## src/rtl/lcd_char_writer_if.sv

```systemverilog
// rtl/lcd_char_writer_if.sv - entry stream, controller handshake and cursor status bundle
interface lcd_char_writer_if;
  logic       in_valid;
  logic       in_clr;
  logic [7:0] in_char;
  logic       in_ready;
  logic       busy;
  logic       lcd_enable;
  logic [9:0] lcd_bus;
  logic [5:0] cur_col;
  logic       cur_row;
  logic       idle;

  modport master (
    output in_valid, in_clr, in_char, busy,
    input  in_ready, lcd_enable, lcd_bus, cur_col, cur_row, idle
  );

  modport slave (
    input  in_valid, in_clr, in_char, busy,
    output in_ready, lcd_enable, lcd_bus, cur_col, cur_row, idle
  );
endinterface

```

## src/rtl/lcd_char_writer.sv

```systemverilog
// rtl/lcd_char_writer.sv - buffered character feeder issuing one LCD transfer per controller busy cycle
module lcd_char_writer #(
  parameter int COLS       = 16,
  parameter int FIFO_DEPTH = 4,
  parameter int CLR_WAIT   = 400
) (
  input  logic               clk,
  input  logic               rst_n,
  lcd_char_writer_if.slave   bus
);
  localparam int AW = $clog2(FIFO_DEPTH);
  localparam int CW = $clog2(CLR_WAIT + 1);

  typedef enum logic [2:0] {S_IDLE, S_ISSUE, S_WAIT_HI, S_WAIT_LO, S_CLR_HOLD} state_t;

  state_t        state_q, state_d;
  logic [8:0]    fifo_q [FIFO_DEPTH];
  logic [AW:0]   wr_ptr_q, rd_ptr_q;
  logic [5:0]    col_q, col_d;
  logic          row_q, row_d;
  logic          dirty_q, dirty_d;
  logic          clr_q, clr_d;
  logic [CW-1:0] cnt_q, cnt_d;
  logic          en_q, en_d;
  logic [9:0]    bus_q, bus_d;
  logic          empty, full, push, pop;
  logic [8:0]    head;

  assign empty = (wr_ptr_q == rd_ptr_q);
  assign full  = (wr_ptr_q[AW] != rd_ptr_q[AW]) && (wr_ptr_q[AW-1:0] == rd_ptr_q[AW-1:0]);
  assign push  = bus.in_valid && !full;
  assign head  = fifo_q[rd_ptr_q[AW-1:0]];

  assign bus.in_ready   = !full;
  assign bus.lcd_enable = en_q;
  assign bus.lcd_bus    = bus_q;
  assign bus.cur_col    = col_q;
  assign bus.cur_row    = row_q;
  assign bus.idle       = empty && (state_q == S_IDLE);

  always_ff @(posedge clk) begin
    if (push) fifo_q[wr_ptr_q[AW-1:0]] <= {bus.in_clr, bus.in_char};
  end

  always_comb begin
    state_d = state_q;
    col_d   = col_q;
    row_d   = row_q;
    dirty_d = dirty_q;
    clr_d   = clr_q;
    cnt_d   = cnt_q;
    en_d    = 1'b0;
    bus_d   = bus_q;
    pop     = 1'b0;
    case (state_q)
      S_IDLE: begin
        if (!empty && !bus.busy) begin
          if (head[8]) begin
            bus_d   = 10'h001;
            en_d    = 1'b1;
            pop     = 1'b1;
            col_d   = 6'd0;
            row_d   = 1'b0;
            dirty_d = 1'b1;
            clr_d   = 1'b1;
            state_d = S_ISSUE;
          end else if (head[7:0] == 8'h0A) begin
            // Newline only moves the cursor; the address command goes out with the next char.
            pop     = 1'b1;
            col_d   = 6'd0;
            row_d   = !row_q;
            dirty_d = 1'b1;
          end else if (dirty_q) begin
            bus_d   = {3'b001, row_q ? 7'h40 : 7'h00};
            en_d    = 1'b1;
            dirty_d = 1'b0;
            state_d = S_ISSUE;
          end else begin
            bus_d   = {2'b10, head[7:0]};
            en_d    = 1'b1;
            pop     = 1'b1;
            state_d = S_ISSUE;
            if (col_q == 6'(COLS - 1)) begin
              col_d   = 6'd0;
              row_d   = !row_q;
              dirty_d = 1'b1;
            end else begin
              col_d = col_q + 6'd1;
            end
          end
        end
      end
      S_ISSUE:   state_d = S_WAIT_HI;
      S_WAIT_HI: if (bus.busy) state_d = S_WAIT_LO;
      S_WAIT_LO: begin
        if (!bus.busy) begin
          bus_d = 10'd0;
          if (clr_q) begin
            cnt_d   = '0;
            state_d = S_CLR_HOLD;
          end else begin
            state_d = S_IDLE;
          end
        end
      end
      S_CLR_HOLD: begin
        if (cnt_q == CW'(CLR_WAIT - 1)) begin
          clr_d   = 1'b0;
          state_d = S_IDLE;
        end else begin
          cnt_d = cnt_q + 1'b1;
        end
      end
      default: state_d = S_IDLE;
    endcase
  end

  always_ff @(posedge clk or negedge rst_n) begin
    if (!rst_n) begin
      state_q  <= S_IDLE;
      wr_ptr_q <= '0;
      rd_ptr_q <= '0;
      col_q    <= 6'd0;
      row_q    <= 1'b0;
      dirty_q  <= 1'b1;
      clr_q    <= 1'b0;
      cnt_q    <= '0;
      en_q     <= 1'b0;
      bus_q    <= 10'd0;
    end else begin
      state_q  <= state_d;
      col_q    <= col_d;
      row_q    <= row_d;
      dirty_q  <= dirty_d;
      clr_q    <= clr_d;
      cnt_q    <= cnt_d;
      en_q     <= en_d;
      bus_q    <= bus_d;
      if (push) wr_ptr_q <= wr_ptr_q + 1'b1;
      if (pop)  rd_ptr_q <= rd_ptr_q + 1'b1;
    end
  end
endmodule

```

## src/flat_wrapper.sv

```systemverilog
// flat-port wrapper written by rule: the top's interface ports become plain ports
module lcd_char_writer_flat 
#(
  parameter int COLS       = 16,
  parameter int FIFO_DEPTH = 4,
  parameter int CLR_WAIT   = 400
)
  (clk, rst_n, bus_in_valid, bus_in_clr, bus_in_char, bus_busy, bus_in_ready, bus_lcd_enable, bus_lcd_bus, bus_cur_col, bus_cur_row, bus_idle);
  lcd_char_writer_if bus_i ();
  input  logic clk;
  input  logic rst_n;
  input wire logic [$bits(bus_i.in_valid)-1:0] bus_in_valid;
  input wire logic [$bits(bus_i.in_clr)-1:0] bus_in_clr;
  input wire logic [$bits(bus_i.in_char)-1:0] bus_in_char;
  input wire logic [$bits(bus_i.busy)-1:0] bus_busy;
  output wire logic [$bits(bus_i.in_ready)-1:0] bus_in_ready;
  output wire logic [$bits(bus_i.lcd_enable)-1:0] bus_lcd_enable;
  output wire logic [$bits(bus_i.lcd_bus)-1:0] bus_lcd_bus;
  output wire logic [$bits(bus_i.cur_col)-1:0] bus_cur_col;
  output wire logic [$bits(bus_i.cur_row)-1:0] bus_cur_row;
  output wire logic [$bits(bus_i.idle)-1:0] bus_idle;
  assign bus_i.in_valid = bus_in_valid;
  assign bus_i.in_clr = bus_in_clr;
  assign bus_i.in_char = bus_in_char;
  assign bus_i.busy = bus_busy;
  assign bus_in_ready = bus_i.in_ready;
  assign bus_lcd_enable = bus_i.lcd_enable;
  assign bus_lcd_bus = bus_i.lcd_bus;
  assign bus_cur_col = bus_i.cur_col;
  assign bus_cur_row = bus_i.cur_row;
  assign bus_idle = bus_i.idle;
  lcd_char_writer #(.COLS(COLS), .FIFO_DEPTH(FIFO_DEPTH), .CLR_WAIT(CLR_WAIT)) u_core (.clk(clk), .rst_n(rst_n), .bus(bus_i));
endmodule
```

## config.mk

```make
export PLATFORM = sky130hd
export DESIGN_NAME = lcd_char_writer_flat
export DESIGN_NICKNAME = d
export VERILOG_FILES = /design/src/rtl/lcd_char_writer_if.sv /design/src/rtl/lcd_char_writer.sv /design/src/flat_wrapper.sv
export SDC_FILE = /design/constraint.sdc
export NUM_CORES = 1
export LEC_CHECK = 0
export CORE_MARGIN = 3
export CORE_UTILIZATION = 56
export DETAILED_ROUTE_END_ITERATION = 6
export GPL_TIMING_DRIVEN = 0
export PLACE_DENSITY = 0.77
export SYNTH_ARGS = -nofsm -noshare
export SYNTH_HDL_FRONTEND = slang
export SYNTH_SLANG_ARGS = --single-unit
```

## constraint.sdc

```tcl
create_clock -name clk -period 2.79 [get_ports clk]
set_input_delay 0.558 -clock clk [delete_from_list [all_inputs] [get_ports clk]]
set_output_delay 0.558 -clock clk [all_outputs]
set_load 0.005 [all_outputs]
```

# Yosys cells after proc, flatten, opt, wreduce, memory -nomap -nowiden
# Memories as Yosys holds them, arrays and structs flattened.
# Cells that the tools add are included.
# op_classes
addsub	4
eq_ne	19
n_mux	46
reduce_logical	20
# ops
op	n
$mux W10	5
$mux W9	3
$mux W6	4
$mux W1	22
$mux W3	7
$pmux W10 S2	1
$pmux W9 S2	1
$reduce_and A4 Y1	4
$pmux W3 S5	1
$add A9 B1 Y9 const B	1
$eq A9 B9 Y1 const B	1
$eq A8 B4 Y1 const B	1
$ne A2 B2 Y1 const B	4
$mux W7	1
$add A3 B1 Y3 const B	2
$add A6 B1 Y6 const B	1
$eq A3 B2 Y1 const B	2
$eq A6 B4 Y1 const B	1
$ne A2 B1 Y1 const B	3
$reduce_bool A2 Y1	3
$reduce_and A5 Y1	1
$logic_and A1 B1 Y1	4
$logic_not A1 Y1	4
$eq A3 B1 Y1 const B	1
other kinds (11)	11
# word_totals
reg_bits	38
ramBits	36
input_bits	13
output_inout_bits	20
word_cells	100
mem_count	1
# memory_table
name	words	width	rd	rd_ports_with_merged_regs	write_ports	line_no	text
u_core.fifo_q	4	9	1	0	1	lcd_char_writer.sv:17	logic [8:0] fifo_q [FIFO_DEPTH];

# Depth between registers and ports, before layout
# Gate-level depths: netlist of the first run.
# logic_depth
depth_word	6
mapped_depth	7
ltp_nobuf	6

# Least setup slack after synthesis of the first run
# OpenSTA, ideal clock, no wires.
# synth_timing
kind	register to register
startpoint	register u_core.rd_ptr_q[0]
endpoint	register u_core.bus_q[0] (netlist: u_core.bus.lcd_bus[0])
setup_ps	125
t_arrival_ps	2153
t_required_ps	2665
setup_slack_ps	511
stages_incl_launch_ff	8
path_buffers	2
period_less_slack_ps	2279
cell_sequence	dfrtp_1 buf_6 mux4_2 nor4b_2 and4b_4 a21o_1 buf_6 mux2_4
# synth_via
elab_chain_len	6
elab_cells_between_ends	13
classes_between	4 x eq/ne; 5 x mux; 3 x reduce/logical; 1 x memory
# synth_lines
element	line_no	text
from (decl)	lcd_char_writer.sv:18	logic [AW:0] wr_ptr_q, rd_ptr_q;
from (signal assigned)	lcd_char_writer.sv:140	if (pop) rd_ptr_q <= rd_ptr_q + 1'b1;
$mem_v2 Z4 W9	--	
$mux W10	lcd_char_writer.sv:73	end else if (dirty_q) begin
$mux W10	lcd_char_writer.sv:67	end else if (head[7:0] == 8'h0A) begin
$mux W10	lcd_char_writer.sv:58	if (head[8]) begin
$mux W10	lcd_char_writer.sv:57	if (!empty && !bus.busy) begin
$pmux W10 S2	lcd_char_writer.sv:55	case (state_q)
to (signal assigned)	lcd_char_writer.sv:138	bus_q <= bus_d;
to (decl)	lcd_char_writer.sv:25	logic [9:0] bus_q, bus_d;
# Parallel ways exist; a longest one is shown, timed or not. The select of a mux whose other input is x is not followed.
# A chain may end at the register's enable or synchronous reset.

# Worst setup path in the final report of the first run
# layout_timing
startpoint	register u_core.state_q[2]
endpoint	output bus_idle
# layout_via
elab_chain_len	2
# layout_lines
element	line_no	text
from (decl)	lcd_char_writer.sv:16	state_t state_q, state_d;
from (signal assigned)	lcd_char_writer.sv:131	state_q <= state_d;
$logic_not A3 Y1	lcd_char_writer.sv:39	assign bus.idle = empty && (state_q == S_IDLE);
$logic_and A1 B1 Y1	lcd_char_writer.sv:39	
to (decl)	flat_wrapper.sv:21	output wire logic [$bits(bus_i.idle)-1:0] bus_idle;
# No other way between the ends.

==> results of run 1 <==
final cells by class:
type | count | share of cell area (%)
Buffer | 9 | 1.893
Clock buffer | 9 | 3.177
Clock inverter | 7 | 1.573
Inverter | 10 | 0.9628
Multi-Input combinational cell | 148 | 30.74
Sequential cell | 73 | 51.51
Tap cell | 72 | 2.311
Timing Repair Buffer | 31 | 7.831
through the flow:
step / worst slack, ns / total power (W) / instances / hold slack, ns / area (sq um)
2_1_floorplan: 0.5115 / 0.002576 / 240 / 0.2624 / 3318
3_3_place_gp: 0.2943 / 0.003015 / 343 / 0.4747 / 3719
3_5_place_dp: 0.2560 / 0.003066 / 343 / 0.4760 / 3714
4_1_cts: 0.1335 / 0.003848 / 359 / 0.3226 / 3899
5_1_grt: 0.06336 / 0.004068 / 359 / 0.3722 / 3899
6_report: 0.1945 / 0.003802 / 359 / 0.3124 / 3899
worst max-delay path by stage:
stage	start	to	slack, ns	cells past startpoint
2_1_floorplan	u_core.rd_ptr_q[0]	u_core.bus.lcd_bus[0]	0.51	7
3_3_place_gp	bus_busy	u_core.cnt_q[0]	0.29	5
3_5_place_dp	bus_busy	u_core.cnt_q[4]	0.26	6
4_1_cts	u_core.state_q[2]	bus_idle	0.13	3
5_1_grt	u_core.state_q[2]	bus_idle	0.06	3
6_report	u_core.state_q[2]	bus_idle	0.19	3
flip-flops by register name, summed over array words and instances (netlist names):
register	flops
u_core.bus.cur_col	6
u_core.bus.cur_row	1
u_core.bus.lcd_bus	9
u_core.bus.lcd_enable	1
u_core.clr_q	1
u_core.cnt_q	9
u_core.dirty_q	1
u_core.fifo_q	36
u_core.rd_ptr_q	3
u_core.state_q	3
u_core.wr_ptr_q	3
logic make-up (layout without fill, tap and decap cells):
kind of cell	after synthesis	after routing
AND/OR/NAND/NOR	73	73
AO/OA/AOI/OAI	34	34
flip-flops	73	73
multiplexers	19	19
other	1	1
adder cells (fa/ha/maj)	7	7
buffers and inverters	19	66
XOR/XNOR	14	14
placed cells by master, fill, tap and decap left out, types with 7 or more instances in the layout:
cell type	netlist	final
dfrtp_1	36	36
xor2_1	11	11
nand2_1	15	15
edfxtp_1	36	36
ha_1	7	7
inv_1	10	10
nor2_1	24	24
clkbuf_8	1	10
clkdlybuf4s50_1	0	30
layer usage:
layer | GRT usage [%] | part of all wire [%] | vias up
met5 | 0 | 0 | -
met4 | 8.024 | 1.8 | 0
met3 | 4.861 | 4.8 | 9
met2 | 28.50 | 47 | 61
met1 | 25.99 | 47 | 989
li1 | - | - | 979
power by group through the flow:
stage | clock network [W] | logic, W | registers, W
floorplan | 0 | 0.000976 | 0.00160
global placement | 0 | 0.00140 | 0.00162
detailed placement | 0 | 0.00143 | 0.00164
CTS | 0.000798 | 0.00143 | 0.00162
global route | 0.000850 | 0.00156 | 0.00165
finish | 0.000777 | 0.00141 | 0.00161
worst max-delay path, cell delays in order (launching register included):
cell and delay [ns]:
dfrtp_1 0.45, or3_2 0.49, nor4_1 0.21, clkdlybuf4s50_1 0.55
==> flow_metrics.env, run 1 <==
export IMPL_reg2reg_to="u_core.bus.lcd_bus[0]"
export IMPL_synth_top_family_by_area="simple AND/OR/NAND/NOR gates"
export IMPL_synth_seq_cells=73
export IMPL_fin_util_pct=69.52
export IMPL_yosys_area_share_xor_xnor_pct=3.695
export IMPL_h_tree_depth=3
export IMPL_start_util_pct=59.17
export IMPL_grt_max_degree=38
export IMPL_synth_compound_area_share_pct=7.541
export IMPL_hold_buffers=0
export IMPL_synth_simple_gate_area_share_pct=11.80
export IMPL_cts_setup_buffers=0
export IMPL_startpoint_type="flop"
export IMPL_routed_via_density=5.677
export IMPL_p_sw_share_pct=34.99
export IMPL_numPortBuffers=31
export IMPL_drtPass1Iterations=4
export IMPL_synth_mux_area_share_pct=10.33
export IMPL_gp_congestion=0.7212
export IMPL_maxSlewViolCount=0
export IMPL_dieWidth_um=82.98
export IMPL_async_flop_share_pct=50.68
export IMPL_numCtsBuffers=9
export IMPL_cts_buffer_depth=2
export IMPL_rr_worst_depth=7
export IMPL_power_switching_w=0.001330
export IMPL_clk_latency_ns=0.35
export IMPL_drive_above_1_share_pct=14.63
export IMPL_cp_arrival_ns=2.04
export IMPL_core_rowCount=27
export IMPL_drt_iter0_drc=106
export IMPL_syn_area_per_cell_sq_um=13.83
export IMPL_status="completed"
export IMPL_r2r_start="u_core.rd_ptr_q[0]"
export IMPL_reg2reg_slack_ns=0.34
export IMPL_finalHoldViolations=0
export IMPL_path_clk_slew_ns=0.08
export IMPL_setup_viol=0
export IMPL_clock_sinks=73
export IMPL_core_area_sq_mm=0.005608
export IMPL_ys_seq_area_share_pct=60.52
export IMPL_critPathMaxFanout=8
export IMPL_ys_warn_count=0
export IMPL_ys_types=52
export IMPL_combPwrFrac_pct=37.1
export IMPL_antenna_left=0
export IMPL_synth_edf_count=36
export IMPL_power_frac_seq_pct=42.5
export IMPL_p_leak_nw=1.590
export IMPL_max_vdd_ir_drop_mv=0.4749
export IMPL_rsz0062_at_grt="no"
export IMPL_max_slew_margin_rel_pct=44.28
export IMPL_yosys_top_cells_area="edfxtp_1 33%, dfrtp_1 27%, mux4_1 4.8%, xor2_1 2.9%, nor2_1 2.7%"
export IMPL_fin_crit_ns=2.595
export IMPL_finalClockSkew_ns=0.01025
export IMPL_synthAdderAreaFrac_pct=2.640
export IMPL_root_buffer="clkbuf_8"
export IMPL_drc=0
export IMPL_grt_pass1_vias=2101
export IMPL_period_share_pct=93.03
export IMPL_grt_use_total_pct=18.84
export IMPL_grt_first_pass_wirelength_um=10240
export IMPL_power_density_mw_per_mm2=975.1
export IMPL_synth_common_cells="36 x dfrtp_1, 36 x edfxtp_1, 24 x nor2_1"
export IMPL_worst_slew_pin_transition_ns=0.8358
export IMPL_overflow=0
export IMPL_synthesis_nets=260
export IMPL_layout_nets=302
export IMPL_synth_top_flop_cell="edfxtp_1"
export IMPL_fill_cells=425
export IMPL_routed_wl_um=5926
export IMPL_cap_violations=0
export IMPL_synth_area_sq_mm=0.003318
export IMPL_hp_class="input pin to async pin"
export IMPL_multiInputGateArea_sq_mm=0.001199
export IMPL_seq_area_sq_mm=0.002008
export IMPL_worstSetupEndpointType="primary output"
export IMPL_n_antenna_cell=0
export IMPL_dr_total_vias=2038
export IMPL_cp_required_ns=2.23
export IMPL_antenna_found_initial=0
export IMPL_cts_resized=0
export IMPL_cts_tree="yes"
export IMPL_wl_per_cell_um=16.51
export IMPL_fmax_mhz=385.3
export IMPL_synth_top_area_share_pct=32.58
export IMPL_internal_power_w=0.002472
export IMPL_path_class="flop to primary output"
export IMPL_tns_ns=0
export IMPL_clockPowerShare_pct=20.4
export IMPL_area_delta_synth_final_pct=17.50
export IMPL_dp_hpwl_um=4045
export IMPL_ios=33
export IMPL_fp_dieH_um=82.98
export IMPL_die_area_sq_mm=0.006885
export IMPL_postSynthCellCount=240
export IMPL_synth_top_area_cell="edfxtp_1"
Note: power is estimated with default switching activity, not from simulation.
==> inputs of run 2 (changes only) <==
--- a/config.mk
+++ b/config.mk
@@ -6,10 +6,12 @@
 export NUM_CORES = 1
 export LEC_CHECK = 0
 export CORE_MARGIN = 3
-export CORE_UTILIZATION = 56
+export CORE_UTILIZATION = 57
+export CTS_CLUSTER_SIZE = 16
 export DETAILED_ROUTE_END_ITERATION = 6
 export GPL_TIMING_DRIVEN = 0
-export PLACE_DENSITY = 0.77
+export PLACE_DENSITY = 0.78
+export SLEW_MARGIN = 25
 export SYNTH_ARGS = -nofsm -noshare
 export SYNTH_HDL_FRONTEND = slang
 export SYNTH_SLANG_ARGS = --single-unit
==> constraint.sdc (replaced) <==
create_clock -name clk -period 3 [get_ports clk]
set_input_delay 0.6 -clock clk [delete_from_list [all_inputs] [get_ports clk]]
set_output_delay 0.6 -clock clk [all_outputs]
set_load 0.005 [all_outputs]
==> flow_metrics.env, run 2 (synthesized netlist as in run 1, its figures left out) <==
export IMPL_period_share_pct=90.67
export IMPL_internal_power_w=0.002377
export IMPL_fp_dieH_um=82.30
export IMPL_drc=0
export IMPL_crit_family="simple AND/OR/NAND/NOR gates"
export IMPL_fmax_mhz=367.6
export IMPL_worstPathCellList="or3_2 > nor4_1 > clkdlybuf4s50_1"
export IMPL_grt_max_degree=22
export IMPL_core_rowCount=27
export IMPL_numPortBuffers=31
export IMPL_fill_cells=399
export IMPL_clockPowerShare_pct=21.7
export IMPL_status="completed"
export IMPL_path_class="flop to primary output"
export IMPL_p_leak_nw=1.612
export IMPL_ios=33
export IMPL_area_delta_synth_final_pct=18.78
export IMPL_worst_path_buf_inv=1
export IMPL_hp_class="input pin to async pin"
export IMPL_antenna_found_initial=0
export IMPL_max_vdd_ir_drop_mv=0.4769
export IMPL_tns_ns=0
export IMPL_routed_via_density=5.631
export IMPL_layout_nets=303
export IMPL_layout_common_cells="36 x dfrtp_1, 36 x edfxtp_1, 30 x clkdlybuf4s50_1"
export IMPL_routed_wl_um=5628
export IMPL_power_density_mw_per_mm2=909.8
export IMPL_h_tree_depth=3
export IMPL_cap_violations=0
export IMPL_dr_total_vias=2027
export IMPL_gp_congestion=0.8198
export IMPL_critPathSlowestCell="clkdlybuf4s50_1"
export IMPL_dieWidth_um=82.30
export IMPL_n_antenna_cell=0
export IMPL_max_stage_delay_ns=0.57
export IMPL_core_area_sq_mm=0.005574
export IMPL_finalHoldViolations=0
export IMPL_finalClockSkew_ns=0.01174
export IMPL_drt_iter0_drc=180
export IMPL_cp_required_ns=2.40
export IMPL_max_slew_margin_rel_pct=46.58
export IMPL_hold_buffers=0
export IMPL_combPwrFrac_pct=36.6
export IMPL_startpoint_type="flop"
export IMPL_stdcell_area_sq_mm=0.003941
export IMPL_rsz0062_at_grt="no"
export IMPL_dp_hpwl_um=3918
export IMPL_largest_reg_flops=36
export IMPL_clk_latency_ns=0.35
export IMPL_cp_arrival_ns=2.12
export IMPL_grt_use_total_pct=18.62
export IMPL_power_switching_w=0.001209
export IMPL_reg2reg_slack_ns=0.53
export IMPL_drive_above_1_share_pct=14.58
export IMPL_cts_tree="yes"
export IMPL_grt_first_pass_wirelength_um=9163
export IMPL_start_util_pct=59.53
export IMPL_clock_sinks=73
export IMPL_maxSlewViolCount=0
export IMPL_fin_crit_ns=2.720
export IMPL_worst_slew_pin_transition_ns=0.7952
export IMPL_p_sw_share_pct=33.72
export IMPL_fin_cells=360
export IMPL_antenna_left=0
export IMPL_worstSetupEndpointType="primary output"
export IMPL_worst_path_stages=3
export IMPL_cp_endpoint="bus_idle"
export IMPL_placedCellCount=344
export IMPL_critPathMaxFanout=8
export IMPL_overflow=0
export IMPL_reg2reg_to="u_core.bus.lcd_bus[6]"
export IMPL_power_frac_seq_pct=41.8
export IMPL_setup_viol=0
export IMPL_placed_cell_area_sq_mm=0.003741
export IMPL_die_area_sq_mm=0.006772
export IMPL_r2r_start="u_core.rd_ptr_q[0]"
export IMPL_cp_startpoint="u_core.state_q[2]"
export IMPL_root_buffer="clkbuf_8"
export IMPL_grt_pass1_vias=1891
export IMPL_drtPass1Iterations=4
export IMPL_path_clk_slew_ns=0.08
export IMPL_cts_buffer_depth=2
export IMPL_cts_setup_buffers=0
export IMPL_cts_resized=0
export IMPL_wl_per_cell_um=15.63
export IMPL_rr_worst_depth=7
export IMPL_numCtsBuffers=9
==> run 2: changes by cell type in the layout (fill, tap and decap cells not counted) <==
cell	previous run	this run
bufinv_16	0	1
clkinvlp_4	2	1
clkinv_1	0	1
buf_16	0	1
inv_8	1	0
==> run 2: power by group through the flow <==
stage	clock (W)	sequential, W	combinational (W)
4_1_cts	0.000789	0.00150	0.00133
3_3_place_gp	0	0.00151	0.00129
3_5_place_dp	0	0.00152	0.00132
6_report	0.000777	0.00150	0.00131
2_1_floorplan	0	0.00149	0.000907
5_1_grt	0.000833	0.00154	0.00146
==> run 2: layout make-up <==
cell class                 instances  area (sq um)  share of cell area [%]
tap                               72         90.09                   2.286
clock buffer                       9         123.9                   3.143
buffer                             9         73.82                   1.873
clock inverter                     7         76.32                   1.937
timing repair buffer              32         332.8                   8.444
multi-input combinational        148          1199                   30.41
sequential                        73          2008                   50.95
inverter                          10         37.54                  0.9524
==> run 2: worst min-delay path by stage <==
stage | cells past startpoint | slack (ns) | end
2_1_floorplan | 0 | 0.30 | u_core.bus.cur_col[0]
3_3_place_gp | 1 | 0.47 | u_core.wr_ptr_q[2]
3_5_place_dp | 1 | 0.48 | u_core.wr_ptr_q[2]
6_report | 1 | 0.18 | u_core.cnt_q[5]
5_1_grt | 1 | 0.21 | u_core.rd_ptr_q[1]
4_1_cts | 1 | 0.18 | u_core.cnt_q[5]
==> run 2: through the flow <==
stage	utilization, %	setup slack, ns	power, W	hold WS, ns
floorplan	-	0.7215	0.002396	0.3044
detailed placement	67.12	0.4058	0.002843	0.4831
CTS	70.71	0.2309	0.003616	0.1831
global placement	66.71	0.4244	0.002803	0.4740
finish	70.71	0.2799	0.003586	0.1819
global route	70.71	0.1692	0.003828	0.2064
==> run 2: routing by layer <==
metal  track usage, %  up-vias  routed length (um)
met2            28.85       42                2733
li1                 -      982                   -
met3            4.230        4                 239
met1            25.11      999                2604
met4            8.472        0                  51
met5                0        -                   0
==> inputs of run 3 (changes only) <==
--- a/config.mk
+++ b/config.mk
@@ -6,11 +6,12 @@
 export NUM_CORES = 1
 export LEC_CHECK = 0
 export CORE_MARGIN = 3
-export CORE_UTILIZATION = 57
+export CORE_UTILIZATION = 50
 export CTS_CLUSTER_SIZE = 16
 export DETAILED_ROUTE_END_ITERATION = 6
 export GPL_TIMING_DRIVEN = 0
-export PLACE_DENSITY = 0.78
+export PLACE_DENSITY = 0.69
+export REMOVE_ABC_BUFFERS = 1
 export SLEW_MARGIN = 25
 export SYNTH_ARGS = -nofsm -noshare
 export SYNTH_HDL_FRONTEND = slang
==> constraint.sdc (replaced) <==
create_clock -name clk -period 3 [get_ports clk]
set_input_delay 0.3 -clock clk [delete_from_list [all_inputs] [get_ports clk]]
set_output_delay 0.3 -clock clk [all_outputs]
set_load 0.005 [all_outputs]
==> flow_metrics.env, run 3 (synthesized netlist as in run 1, its figures left out) <==
export IMPL_ios=33
export IMPL_die_area_sq_mm=0.007650
export IMPL_drt_iter0_drc=90
export IMPL_fill_cells=492
export IMPL_drtPass1Iterations=4
export IMPL_n_antenna_cell=0
export IMPL_seq_area_sq_mm=0.002009
export IMPL_largest_reg_flops=36
export IMPL_startpoint_type="flop"
export IMPL_power_frac_seq_pct=44.5
export IMPL_overflow=0
export IMPL_dieWidth_um=87.47
export IMPL_fin_crit_ns=2.769
export IMPL_clock_sinks=73
export IMPL_dp_hpwl_um=3903
export IMPL_wl_per_cell_um=15.35
export IMPL_root_buffer="clkbuf_8"
export IMPL_multiInputGateArea_sq_mm=0.001205
export IMPL_fp_dieH_um=87.47
export IMPL_path_clk_slew_ns=0.08
export IMPL_core_rowCount=29
export IMPL_finalHoldViolations=0
export IMPL_internal_power_w=0.002334
export IMPL_grt_max_degree=22
export IMPL_cp_required_ns=3.23
export IMPL_numCtsBuffers=9
export IMPL_h_tree_depth=3
export IMPL_p_sw_share_pct=33.84
export IMPL_layout_common_cells="36 x edfxtp_1, 35 x dfrtp_1, 30 x clkdlybuf4s50_1"
export IMPL_layout_nets=296
export IMPL_maxSlewViolCount=0
export IMPL_core_area_sq_mm=0.006386
export IMPL_status="completed"
export IMPL_cap_violations=0
export IMPL_setup_viol=0
export IMPL_worst_slew_pin_transition_ns=0.8556
export IMPL_period_share_pct=92.30
export IMPL_finalClockSkew_ns=0.007343
export IMPL_path_class="flop to flop"
export IMPL_cts_buffer_depth=2
export IMPL_combPwrFrac_pct=33.1
export IMPL_clockPowerShare_pct=22.4
export IMPL_clk_latency_ns=0.34
export IMPL_worstSetupEndpointType="flop"
export IMPL_rsz0062_at_grt="no"
export IMPL_hold_worst_slack_ns=0.4261
export IMPL_numPortBuffers=31
export IMPL_rr_worst_depth=5
export IMPL_antenna_left=0
export IMPL_grt_use_total_pct=16.01
export IMPL_critPathMaxFanout=12
export IMPL_dr_total_vias=1978
export IMPL_max_slew_margin_rel_pct=42.69
export IMPL_power_switching_w=0.001194
export IMPL_p_leak_nw=1.586
export IMPL_hp_class="input pin to async pin"
export IMPL_drive_above_1_share_pct=14.23
export IMPL_fmax_mhz=361.1
export IMPL_antenna_found_initial=0
export IMPL_start_util_pct=51.96
export IMPL_routed_wl_um=5497
export IMPL_tns_ns=0
export IMPL_drc=0
export IMPL_cp_arrival_ns=3.00
export IMPL_cts_tree="yes"
export IMPL_routed_via_density=5.525
export IMPL_final_common_cell="edfxtp_1"
export IMPL_grt_first_pass_wirelength_um=9225
export IMPL_gp_congestion=0.7632
export IMPL_grt_pass1_vias=1922
export IMPL_area_delta_synth_final_pct=17.68
export IMPL_power_density_mw_per_mm2=903.4
export IMPL_max_vdd_ir_drop_mv=0.4987
-- run 3: cell count changes in the layout (fill, tap and decap cells not counted), sizes merged --
cell         delta
clkinv          -2
clkinvlp        +1
buf             -4
inv             +1
clkbuf          -4
dlygate4sd3     +1
-- run 3: worst max-delay path, cell delays in order (launching register included) --
cell	delay [ns]
dfrtp_2	0.58
mux4_2	0.58
nor4b_2	0.29
and4b_4	0.40
a21o_1	0.46
mux2_4	0.34
-- run 3: area by class of cell --
type                            count  share of cell area [%]
Clock buffer                        9                   3.172
Clock inverter                      7                   2.179
Sequential cell                    73                   51.46
Tap cell                           77                   2.467
Multi-Input combinational cell    148                   30.86
Inverter                           10                  0.9612
Timing Repair Buffer               34                   8.907
-- run 3: final timing paths --
path	from	end	slack, ns
setup / recovery	u_core.rd_ptr_q[0]	u_core.bus.lcd_bus[6]	0.23
hold / removal	rst_n	u_core.cnt_q[7]	0.43
setup reg to reg	u_core.rd_ptr_q[0]	u_core.bus.lcd_bus[6]	0.23
hold reg to reg	u_core.wr_ptr_q[2]	u_core.wr_ptr_q[2]	0.49
max in group asynchronous	rst_n	u_core.dirty_q	2.05
min in group clk	u_core.wr_ptr_q[2]	u_core.wr_ptr_q[2]	0.49
-- run 3: repair_timing --
action	CTS	global route
endpoints found under the setup margin	1	0
resized for setup	1	0
hold buffers	1	0
setup buffers	0	0
endpoints found under the hold margin	16	0
-- run 3: per-layer routing --
layer	global-route usage [%]	wire length, um	vias up
met5	0	0	-
met4	5.300	66	0
met3	5.393	278	7
met2	24.32	2472	47
met1	21.69	2679	962
li1	-	-	962
-- run 3: metrics by stage --
step | utilization, % | instance area, sq um | worst slack [ns] | power [W] | instances
floorplan | - | 3244 | 0.3650 | 0.002328 | 231
global placement | 57.17 | 3651 | -0.004938 | 0.002740 | 339
detailed placement | 57.70 | 3685 | 0.01898 | 0.002777 | 341
CTS | 61.15 | 3905 | 0.2058 | 0.003578 | 358
global route | 61.15 | 3905 | 0.1010 | 0.003781 | 358
finish | 61.15 | 3905 | 0.2309 | 0.003528 | 358
-- run 3: power groups by stage --
stage	clock network [W]	logic [W]	registers (W)
floorplan	0	0.000790	0.00154
global placement	0	0.00116	0.00158
detailed placement	0	0.00118	0.00160
CTS	0.000813	0.00119	0.00158
global route	0.000860	0.00131	0.00162
finish	0.000789	0.00117	0.00157
